$ cat src/rtl/rgb_sequencer_if.sv
// Pin bundle between the slide switches / LEDs and the RGB sequencer.
// The board side drives SW and observes the LEDs; the sequencer is the slave.
interface rgb_sequencer_if;
  logic [3:0] SW;
  logic [3:0] LED;
  logic       LED17_B;
  logic       LED17_G;
  logic       LED17_R;

  modport master (output SW, input LED, LED17_B, LED17_G, LED17_R);
  modport slave  (input SW, output LED, LED17_B, LED17_G, LED17_R);
endinterface

$ cat src/rtl/rgb_sequencer.sv
// Rotates LED17 through the enabled red/green/blue channels with a fixed dwell,
// PWM-dimming the lit channel; status LEDs mirror the enable and selected colour.
module rgb_sequencer #(
  parameter int DWELL_TICKS = 100_000_000,
  parameter int PWM_BITS    = 8,
  parameter int DUTY        = 32
) (
  input logic            CLK100MHZ,
  input logic            reset,
  rgb_sequencer_if.slave io
);
  localparam int                 DW         = $clog2(DWELL_TICKS + 1);
  localparam logic [DW-1:0]      DWELL_LAST = DW'(DWELL_TICKS - 1);
  localparam logic [PWM_BITS-1:0] DUTY_CNT  = PWM_BITS'(DUTY);

  typedef enum logic [1:0] {IDLE, RED, GREEN, BLUE} state_t;

  logic [3:0]          sw_meta_reg;
  logic [3:0]          sw_s_reg;
  logic [PWM_BITS-1:0] pwm_cnt_reg;
  logic [DW-1:0]       dwell_cnt_reg;
  state_t              state_reg;
  logic                led_en_reg;
  logic [2:0]          led_sel_reg;
  logic [2:0]          led17_reg;

  // Colour vectors are ordered {red, green, blue}, matching LED[3:1].
  logic [2:0] colour_en;
  logic [2:0] state_sel;
  logic [2:0] pwm_lit;
  logic       rot_on;
  logic       own_en;
  state_t     next_state;

  assign colour_en = sw_s_reg[3:1];
  assign rot_on    = sw_s_reg[0] && (colour_en != 3'b000);
  assign state_sel = {state_reg == RED, state_reg == GREEN, state_reg == BLUE};
  assign own_en    = |(state_sel & colour_en);

  // Search starts just after the current colour and checks the current one last.
  always_comb begin
    next_state = IDLE;
    case (state_reg)
      RED: begin
        if (colour_en[1])      next_state = GREEN;
        else if (colour_en[0]) next_state = BLUE;
        else if (colour_en[2]) next_state = RED;
      end
      GREEN: begin
        if (colour_en[0])      next_state = BLUE;
        else if (colour_en[2]) next_state = RED;
        else if (colour_en[1]) next_state = GREEN;
      end
      default: begin
        if (colour_en[2])      next_state = RED;
        else if (colour_en[1]) next_state = GREEN;
        else if (colour_en[0]) next_state = BLUE;
      end
    endcase
  end

  genvar gi;
  generate
    for (gi = 0; gi < 3; gi++) begin : g_pwm
      assign pwm_lit[gi] = state_sel[gi] && (pwm_cnt_reg < DUTY_CNT);
    end
  endgenerate

  always_ff @(posedge CLK100MHZ or posedge reset) begin
    if (reset) begin
      sw_meta_reg   <= '0;
      sw_s_reg      <= '0;
      pwm_cnt_reg   <= '0;
      dwell_cnt_reg <= '0;
      state_reg     <= IDLE;
      led_en_reg    <= 1'b0;
      led_sel_reg   <= '0;
      led17_reg     <= '0;
    end else begin
      sw_meta_reg <= io.SW;
      sw_s_reg    <= sw_meta_reg;
      pwm_cnt_reg <= pwm_cnt_reg + 1'b1;
      led_en_reg  <= sw_s_reg[0];
      led_sel_reg <= state_sel;
      led17_reg   <= pwm_lit;
      case (state_reg)
        IDLE: begin
          if (rot_on) begin
            state_reg     <= next_state;
            dwell_cnt_reg <= '0;
          end
        end
        default: begin
          // Enable changes take priority over dwell expiry.
          if (!rot_on) begin
            state_reg     <= IDLE;
            dwell_cnt_reg <= '0;
          end else if (!own_en || (dwell_cnt_reg == DWELL_LAST)) begin
            state_reg     <= next_state;
            dwell_cnt_reg <= '0;
          end else begin
            dwell_cnt_reg <= dwell_cnt_reg + 1'b1;
          end
        end
      endcase
    end
  end

  assign io.LED     = {led_sel_reg, led_en_reg};
  assign io.LED17_R = led17_reg[2];
  assign io.LED17_G = led17_reg[1];
  assign io.LED17_B = led17_reg[0];

  a_pins_onehot0: assert property (@(posedge CLK100MHZ) disable iff (reset) $onehot0(led17_reg));
  a_sel_onehot0:  assert property (@(posedge CLK100MHZ) disable iff (reset) $onehot0(led_sel_reg));
endmodule

$ cat src/flat_wrapper.sv
// flat-port wrapper written by rule: the top's interface ports become plain ports
module rgb_sequencer_flat 
#(
  parameter int DWELL_TICKS = 100_000_000,
  parameter int PWM_BITS    = 8,
  parameter int DUTY        = 32
)
  (CLK100MHZ, reset, io_SW, io_LED, io_LED17_B, io_LED17_G, io_LED17_R);
  rgb_sequencer_if io_i ();
  input logic CLK100MHZ;
  input logic reset;
  input wire logic [$bits(io_i.SW)-1:0] io_SW;
  output wire logic [$bits(io_i.LED)-1:0] io_LED;
  output wire logic [$bits(io_i.LED17_B)-1:0] io_LED17_B;
  output wire logic [$bits(io_i.LED17_G)-1:0] io_LED17_G;
  output wire logic [$bits(io_i.LED17_R)-1:0] io_LED17_R;
  assign io_i.SW = io_SW;
  assign io_LED = io_i.LED;
  assign io_LED17_B = io_i.LED17_B;
  assign io_LED17_G = io_i.LED17_G;
  assign io_LED17_R = io_i.LED17_R;
  rgb_sequencer #(.DWELL_TICKS(DWELL_TICKS), .PWM_BITS(PWM_BITS), .DUTY(DUTY)) u_core (.CLK100MHZ(CLK100MHZ), .reset(reset), .io(io_i));
endmodule
$ cat config.mk
export PLATFORM = sky130hd
export DESIGN_NAME = rgb_sequencer_flat
export DESIGN_NICKNAME = d
export VERILOG_FILES = /design/src/rtl/rgb_sequencer_if.sv /design/src/rtl/rgb_sequencer.sv /design/src/flat_wrapper.sv
export SDC_FILE = /design/constraint.sdc
export NUM_CORES = 1
export LEC_CHECK = 0
export BUFFER_PORTS_ARGS = -buffer_cell sky130_fd_sc_hd__buf_4
export CAP_MARGIN = 0
export CORE_AREA = 10 10 79 81
export CTS_CLUSTER_DIAMETER = 60
export CTS_CLUSTER_SIZE = 28
export DETAILED_ROUTE_END_ITERATION = 7
export DIE_AREA = 0 0 89 91
export GPL_TIMING_DRIVEN = 0
export MAX_ROUTING_LAYER = met4
export PLACE_DENSITY = 0.72
export RECOVER_POWER = 50
export REMOVE_ABC_BUFFERS = 1
export SLEW_MARGIN = 5
export SYNTH_ARGS = -nofsm -noshare
export SYNTH_HDL_FRONTEND = slang
export SYNTH_SLANG_ARGS = --single-unit
$ cat constraint.sdc
create_clock -name CLK100MHZ -period 3.3 [get_ports CLK100MHZ]
set_input_delay 0.165 -clock CLK100MHZ [delete_from_list [all_inputs] [get_ports CLK100MHZ]]
set_output_delay 0.165 -clock CLK100MHZ [all_outputs]
set_load 0.01 [all_outputs]
==> run_results.csv, run 1 <==
group,metric,value,unit
clock_tree,htreeDepth,2,
synthesis,synthCells,247,
die,initial_core_util,54.5,%
timing,worst_pin_slew,0.987,ns
clock_tree,cts.clk_slew.worst_paths,0.09,ns
critical_path,crit_required,3.52,ns
synthesis,synth_cell_types,48,
die,die_h,91,um
die,die_w,89,um
routing,avgViaCountPerCell,6.10,
grt,antenna_found_initial,0,
grt,grt_pass1_wl,8630,um
layout,drive_above_1_share,11.5,%
critical_path,critical_path.endpoint_type,"register",
clock_tree,cts_buffer_depth,2,
clock_tree,cts_setup_buffers,0,
critical_path,worstSetupStartpointType,"register",
placed_design,numPortBuffers,12,
timing,rsz0062_at_grt,"no",
timing,fin_crit_sh,78.5,%
routing,firstDrtPassIters,4,
grt,grt_usage,13.5,%
layout,final_cell_area,2810,sq um
synthesis,syn_area,2540,sq um
synthesis,yosysMostFrequentCell,"dfrtp_1",
routing,drtIter0Drc,125,
min_path,hold_class,"reg2reg",
layout,largest_reg_flops,27,
grt,grt_pass1_vias,1908,
routing,antenna_left,0,
synthesis,synth_ff_type,"dfrtp_1",
synthesis,syn-mean-instance-area,10.3,sq um
synthesis,synth_top_area_share,51.2,%
layout,synthToLayoutAreaGrowth,10.5,%
synthesis,ys_warn_count,0,
timing,max_slew_margin,34.2,%
flow_run,maxCapViolCount,0,
placed_design,place_congestion,0.826,
synthesis,ys_top_cells_by_count,"dfrtp_1 (52), nand2_1 (21), nand3_1 (18)",
timing,hold_violations,0,
clock_tree,clkSinkCount,52,
routing,drc,0,
clock_tree,clock_latency,0.31,ns
synthesis,async_flop_share,100,%
timing,fin_tns_setup,0,ns
timing,hold_slack,0.354,ns
critical_path,worst-setup-path-type,"reg2reg",
grt,grt_max_degree,41,
timing,fin_skew,0.00668,ns
placed_design,placed_area,2640,sq um
die,die_area,8100,sq um
routing,route.vias.total,1922,
die,io_pins,13,
pwr,ir_drop,0.000295,V
synthesis,synth_edf_count,0,
pwr,leakagePower,1.25,nW
die,coreArea,4660,sq um
grt,overflow,0,
layout,antenna_cells,0,
routing,wl_per_cell,15.4,um
timing,fmax,386,MHz
critical_path,critPathMaxFanout,40,
timing,final_max_slew_viol_count,0,
clock_tree,cts_resized,0,
clock_tree,numCtsBuffers,5,
clock_tree,hold_buffers,5,
synthesis,synth_area_leaders,"dfrtp_1 (51%), a31oi_1 (4.2%), nand3_1 (3.5%), a21oi_1 (3.3%), nand2_1 (3.1%)",
synthesis,synth.yosys.seq_area_share,51.2,%
synthesis,synth_seq_cells,52,
pwr,power_density,524,nW/um^2
timing,finalSetupViolCount,0,
critical_path,arrival,2.81,ns
clock_tree,cts_root_buf,"clkbuf_8",
placed_design,dp_hpwl,3290,um
outcome,status,"complete, no violations",
layout,final_core_util,60.2,%
die,std_cell_rows,25,
synthesis,synth_top_cell_by_area,"dfrtp_1",
routing,wl,4850,um
clock_tree,cts_tree,"yes",
layout,nets,272,
timing,period_minus_slack,2.59,ns
[layout by cell type (no fill, tap or decap), types with 2 or more instances in the layout]
cell	instances
ha_1	6
inv_1	8
xor2_1	3
and2_1	7
nor3_1	4
clkbuf_4	5
o21ai_0	7
nor2_1	10
clkbuf_8	6
and4_1	4
xnor2_1	4
and3_1	8
nand2_1	21
a22o_1	3
nand3_1	18
a31oi_1	17
buf_4	7
a21o_1	3
dlygate4sd3_1	5
nand4_1	7
or3_1	3
nand2b_1	5
a41oi_1	2
nor4_1	4
dfrtp_1	52
a21oi_1	17
[final timing paths]
path	start	endpoint	slack, ns	depth (start not counted)
worst max-delay path	u_core.state_reg[1]	u_core.dwell_cnt_reg[23]	0.71	7
worst min-delay path	u_core.sw_meta_reg[1]	u_core.sw_s_reg[1]	0.35	0
worst max register to register	u_core.state_reg[1]	u_core.dwell_cnt_reg[23]	0.71	7
worst min register to register	u_core.sw_meta_reg[1]	u_core.sw_s_reg[1]	0.35	0
max in group asynchronous	reset	u_core.dwell_cnt_reg[10]	2.13	4
min in group asynchronous	reset	u_core.pwm_cnt_reg[4]	0.53	3
[metrics by stage]
stage	power, W	worst slack [ns]	instances
after global routing	0.00157	0.481	315
after global placement	0.00101	0.820	301
final	0.00147	0.711	315
after floorplan	0.000927	1.15	235
after CTS	0.00150	0.719	315
after detailed placement	0.00103	0.758	302
[cells by family after synthesis]
| logic type | count (synthesis) | synth area share [%] |
|---|---|---|
| AND/OR/NAND/NOR | 100 | 22.7 |
| multiplexers | 1 | 0.394 |
| AO/OA/AOI/OAI | 61 | 15.9 |
| adder cells (fa/ha/maj) | 6 | 2.95 |
| flip-flops | 52 | 51.2 |
| XOR/XNOR | 7 | 2.41 |
| buffers and inverters | 20 | 4.43 |
[cell type report]
type / count / area [sq um]
fill: 403 / 1850
sequential: 52 / 1300
multi-input combinational: 175 / 1130
timing repair buffer: 18 / 160
clock buffer: 6 / 82.6
tap: 54 / 67.6
clock inverter: 2 / 38.8
inverter: 8 / 30.0
[worst max-delay path: stages (launching register included)]
cell,delay [ns]
dfrtp_1,0.44
inv_1,0.10
ha_1,0.23
a222oi_1,0.13
or3_4,0.36
a31oi_4,0.78
a41oi_1,0.23
a31oi_1,0.22
[metal layers]
layer | vias up | routed length, um | GRT usage, %
met5 | - | 0 | -
met1 | 942 | 2320 | 16.9
met2 | 31 | 2240 | 20.0
met4 | 0 | 137 | 7.56
met3 | 14 | 153 | 2.59
li1 | 935 | - | -
[power breakdown]
group          total [W]  switching [W]  internal [W]
clock network   0.000453       0.000205      0.000248
registers       0.000692      0.0000240      0.000668
logic           0.000326       0.000209      0.000117
total            0.00147       0.000439       0.00103
Note: power is estimated with default switching activity, not from simulation.
==> run 2, diff against run 1 <==
clock period = 2.6 ns   (was 3.3 ns; I/O delays follow)
==> run 2 against run 1 <==
Against the previous run: wire length grew 5.0%; utilization is 0.13 points higher; via count is 0.73% higher; largest power group unchanged; count of clock-buffer cells in the layout is the same; sequential cell count did not move; critical endpoint unchanged; fmax increased by 12%; die area stayed put; clock skew rose by 0.0021 ns; cell count up 0.32%; critical path type unchanged; global-route usage is the same; setup slack worse by 0.42 ns.
==> run_results.csv, run 2 (synthesized netlist as in run 1, its figures left out) <==
group,metric,value,unit
outcome,status,"complete, no violations",
routing,drc,0,
timing,fin_tns_setup,0,ns
layout,instances_no_fill,316,
grt,grt_pass1_wl,8630,um
die,std_cell_rows,25,
clock_tree,cts_tree,"yes",
clock_tree,htreeDepth,2,
clock_tree,cts_setup_buffers,0,
layout,mostFrequentLayoutCell,"dfrtp_1",
layout,drive_above_1_share,11.8,%
layout,nets,273,
grt,grt_usage,13.5,%
layout,antenna_cells,0,
die,coreArea,4660,sq um
die,io_pins,13,
clock_tree,clock_latency,0.31,ns
flow_run,maxCapViolCount,0,
pwr,leakagePower,1.25,nW
critical_path,r2r_start,"u_core.state_reg[1]",
min_path,min_path_cells,0,
min_path,whs_endpoint,"u_core.sw_s_reg[0]",
placed_design,dp_hpwl,3290,um
routing,route.vias.total,1936,
timing,rsz0062_at_grt,"no",
timing,fin_crit_sh,88.9,%
timing,max_slew_margin,44.8,%
timing,worst_pin_slew,0.828,ns
routing,wl_per_cell,16.1,um
routing,drtIter0Drc,130,
critical_path,arrival,2.53,ns
timing,fmax,433,MHz
grt,overflow,0,
placed_design,place_congestion,0.826,
timing,final_max_slew_viol_count,0,
grt,grt_max_degree,41,
critical_path,critPathMaxFanout,20,
critical_path,crit_required,2.82,ns
clock_tree,numCtsBuffers,5,
critical_path,worstSetupStartpointType,"register",
grt,grt_pass1_vias,1908,
grt,antenna_found_initial,0,
min_path,hold_class,"reg2reg",
clock_tree,cts_buffer_depth,2,
routing,firstDrtPassIters,4,
timing,period_minus_slack,2.31,ns
layout,largest_reg_flops,27,
die,die_area,8100,sq um
timing,hold_violations,0,
timing,fin_skew,0.00876,ns
critical_path,crit_path_start,"u_core.state_reg[1]",
clock_tree,cts_root_buf,"clkbuf_8",
routing,antenna_left,0,
placed_design,dp_cells,302,
critical_path,worst-setup-path-type,"reg2reg",
timing,finalSetupViolCount,0,
critical_path,critical_path.endpoint_type,"register",
die,initial_core_util,54.5,%
pwr,totalPowerFinal,0.00188,W
layout,final_cell_mix,"dfrtp_1 (52), nand2_1 (21), nand3_1 (18)",
layout,final_core_util,60.4,%
min_path,min_from,"u_core.sw_meta_reg[0]",
routing,avgViaCountPerCell,6.13,
critical_path,reg2reg_slack,0.29,ns
critical_path,reg2reg_to,"u_core.dwell_cnt_reg[23]",
critical_path,timing.reg2reg.worst_path_depth,7,
clock_tree,cts.clk_slew.worst_paths,0.09,ns
pwr,power_density,668,nW/um^2
clock_tree,clkSinkCount,52,
die,die_w,89,um
routing,wl,5090,um
placed_design,numPortBuffers,12,
layout,synthToLayoutAreaGrowth,10.7,%
pwr,ir_drop,0.000375,V
die,die_h,91,um
[run 2: cell types whose count changed in the layout (fill, tap and decap cells not counted), sizes merged]
| cell | before | now |
|---|---|---|
| a31oi | 18 | 19 |
| buf | 8 | 7 |
| clkbuf | 11 | 12 |
[run 2: how the worst max path moves through the flow]
stage                          endpoint  cells after the start
6_report       u_core.dwell_cnt_reg[23]                      7
5_1_grt        u_core.dwell_cnt_reg[13]                      7
4_1_cts        u_core.dwell_cnt_reg[23]                      7
3_5_place_dp   u_core.dwell_cnt_reg[23]                      7
3_3_place_gp    u_core.dwell_cnt_reg[7]                      7
2_1_floorplan  u_core.dwell_cnt_reg[23]                      7
[run 2: area by class of cell]
class | instances | area [sq um]
repair buffers | 18 | 145
well taps | 54 | 67.6
clock buffers | 6 | 82.6
inverters | 8 | 30.0
flip-flops and latches | 52 | 1300
fillers | 405 | 1850
multi-input cells | 176 | 1150
clock inverters | 2 | 38.8
[run 2: per-layer routing]
layer / share of wire, % / track usage [%] / up-vias
li1: - / - / 941
met1: 48 / 16.9 / 961
met2: 47 / 20.0 / 22
met3: 2.2 / 2.59 / 12
met4: 2.3 / 7.56 / 0
met5: 0 / - / -
[run 2: where the power goes]
part / total (W) / internal, W / switching [W]
Clock: 0.000579 / 0.000315 / 0.000265
Combinational: 0.000421 / 0.000148 / 0.000273
Sequential: 0.000879 / 0.000848 / 0.0000309
Total: 0.00188 / 0.00131 / 0.000569
[run 2: stage by stage]
stage                     cell area (sq um)  setup slack [ns]  hold slack (ns)
after floorplan                        2460             0.446            0.161
after global placement                 2620             0.120            0.240
after detailed placement               2640            0.0585            0.151
after CTS                              2810            0.0186            0.353
after global routing                   2810             0.112            0.370
final                                  2810             0.289            0.353
[run 2: what timing repair did]
item                                   CTS  global route
hold buffers                             5             0
setup endpoints to repair                0            22
endpoints found under the hold margin   21             0
resized for setup                        0             1
[run 2: critical path, cell delays in order (launching register included)]
cell and delay (ns):
dfrtp_1 0.44, inv_1 0.10, ha_1 0.24, a222oi_1 0.14
or3_4 0.39, a31oi_4 0.52, a41oi_1 0.21, a31oi_1 0.20
==> run 3, diff against run 2 <==
CELL_PAD_IN_SITES_DETAIL_PLACEMENT = 1   (was not set)
CELL_PAD_IN_SITES_GLOBAL_PLACEMENT = 1   (was not set)
CORE_AREA = 10 10 84 86   (was 10 10 79 81)
DIE_AREA = 0 0 94 96   (was 0 0 89 91)
GPL_TIMING_DRIVEN = not set   (was 0)
PLACE_DENSITY = not set   (was 0.72)
PLACE_DENSITY_LB_ADDON = 0.1   (was not set)
==> run 3 against run 2 <==
Against the previous run: die area is 11% higher; clock power is 18% lower; count of clock-buffer cells in the layout stayed put; setup slack worse by 0.016 ns; combinational power is 2% higher; sequential power hardly changed; via count is 2.5% higher; non-clock buffer count is 3 higher; design area is 1.2% lower; register-to-register slack worse by 0.02 ns.
==> run_results.csv, run 3 (synthesized netlist as in run 1, its figures left out) <==
group,metric,value,unit
outcome,status,"complete, no violations",
critical_path,crit_path_start,"u_core.state_reg[0]",
die,coreArea,5410,sq um
min_path,min_from,"u_core.sw_meta_reg[0]",
timing,rsz0062_at_grt,"no",
grt,overflow,0,
routing,route.vias.total,1985,
clock_tree,clkSinkCount,52,
clock_tree,cts_tree,"yes",
layout,mostFrequentLayoutCell,"dfrtp_1",
routing,wl_per_cell,17.1,um
layout,final_cell_mix,"dfrtp_1 (52), nand2_1 (21), nand3_1 (18)",
grt,grt_pass1_vias,2067,
pwr,leakagePower,1.21,nW
die,initial_core_util,47.0,%
die,die_area,9020,sq um
placed_design,numPortBuffers,12,
timing,fmax,430,MHz
clock_tree,cts_root_buf,"clkbuf_8",
routing,avgViaCountPerCell,5.91,
timing,final_max_slew_viol_count,0,
routing,drc,0,
layout,fill_cells,604,
layout,antenna_cells,0,
timing,finalSetupViolCount,0,
placed_design,place_congestion,0.791,
layout,seq_area,1300,sq um
clock_tree,cts_resized,0,
layout,nets,275,
critical_path,worstSetupStartpointType,"register",
routing,drtIter0Drc,116,
pwr,power_switching,0.000593,W
clock_tree,cts_buffer_depth,2,
grt,grt_usage,14.4,%
critical_path,arrival,2.55,ns
clock_tree,htreeDepth,2,
min_path,hold_class,"reg2reg",
timing,max_slew_margin,30.7,%
pwr,swShare,33.3,%
die,std_cell_rows,27,
critical_path,critical_path.endpoint_type,"register",
critical_path,crit_required,2.82,ns
pwr,seqPwrFrac,49.3,%
critical_path,worst-setup-path-type,"reg2reg",
layout,synthToLayoutAreaGrowth,9.45,%
timing,fin_tns_setup,0,ns
routing,wl,5730,um
pwr,pwr-share-clk,26.6,%
pwr,comb_power_share,24.1,%
clock_tree,cts_setup_buffers,0,
critical_path,r2r_start,"u_core.state_reg[0]",
clock_tree,hold_buffers,5,
timing,fin_crit_sh,89.5,%
layout,multi_input_area,1130,sq um
grt,grt_pass1_wl,10200,um
pwr,ir_drop,0.000346,V
grt,grt_max_degree,29,
timing,period_minus_slack,2.33,ns
die,die_h,96,um
timing,worst_pin_slew,1.04,ns
die,die_w,94,um
placed_design,dp_hpwl,3980,um
pwr,totalPowerFinal,0.00178,W
layout,drive_above_1_share,9.47,%
layout,largest_reg_flops,27,
timing,hold_violations,0,
grt,antenna_found_initial,0,
timing,fin_skew,0.00517,ns
clock_tree,numCtsBuffers,5,
die,io_pins,13,
clock_tree,clock_latency,0.31,ns
pwr,power_density,641,nW/um^2
flow_run,maxCapViolCount,0,
critical_path,critPathMaxFanout,14,
clock_tree,cts.clk_slew.worst_paths,0.09,ns
pwr,p_int,0.00119,W
routing,antenna_left,0,
routing,firstDrtPassIters,4,
run 3: cell count changes in the layout (fill, tap and decap cells not counted), sizes merged:
cell,delta
buf,-3
a31oi,-1
bufinv,-1
clkinvlp,+1
clkbuf,+6
run 3: final timing paths:
kind | cells after the start | slack [ns] | endpoint
worst min-delay path | 0 | 0.36 | u_core.sw_s_reg[0]
worst min register to register | 0 | 0.36 | u_core.sw_s_reg[0]
worst max register to register | 8 | 0.27 | u_core.dwell_cnt_reg[23]
min in group asynchronous | 3 | 0.63 | u_core.pwm_cnt_reg[0]
max in group asynchronous | 4 | 1.05 | u_core.dwell_cnt_reg[11]
worst max-delay path | 8 | 0.27 | u_core.dwell_cnt_reg[23]
run 3: metal layers:
layer  vias up  global-route usage, %  wire length (um)
li1        941                      -                 -
met1      1021                   18.3              2700
met2        14                   22.0              2810
met3         9                   3.04               132
met4         0                   5.70                91
met5         -                      -                 0
run 3: power groups by stage:
stage	clock, W	combinational [W]	sequential (W)
5_1_grt	0.000521	0.000498	0.000885
2_1_floorplan	0	0.000282	0.000895
3_3_place_gp	0	0.000434	0.000892
4_1_cts	0.000491	0.000448	0.000879
6_report	0.000474	0.000430	0.000879
3_5_place_dp	0	0.000441	0.000895
run 3: area by class of cell:
type	instances	share of cell area, %
flip-flops and latches	52	46.8
multi-input cells	175	40.5
repair buffers	21	5.17
well taps	72	3.24
clock buffers	6	2.61
inverters	8	1.08
clock inverters	2	0.585
run 3: metrics by stage:
stage / instance area, sq um / hold slack [ns] / utilization (%) / std cells / setup WS (ns)
detailed placement: 2670 / 0.240 / 49.4 / 323 / 0.301
global route: 2780 / 0.376 / 51.5 / 336 / 0.0768
global placement: 2670 / 0.222 / 49.4 / 323 / 0.398
CTS: 2810 / 0.359 / 51.9 / 336 / 0.275
floorplan: 2460 / 0.161 / - / 235 / 0.446
finish: 2780 / 0.356 / 51.5 / 336 / 0.273
run 3: critical path, stage by stage (launching register included):
cell and delay (ns):
dfrtp_1 0.44, inv_1 0.10, ha_1 0.22, a222oi_1 0.14
or3_4 0.36, a31oi_4 0.39, buf_4 0.28, a41oi_1 0.13
a31oi_1 0.18
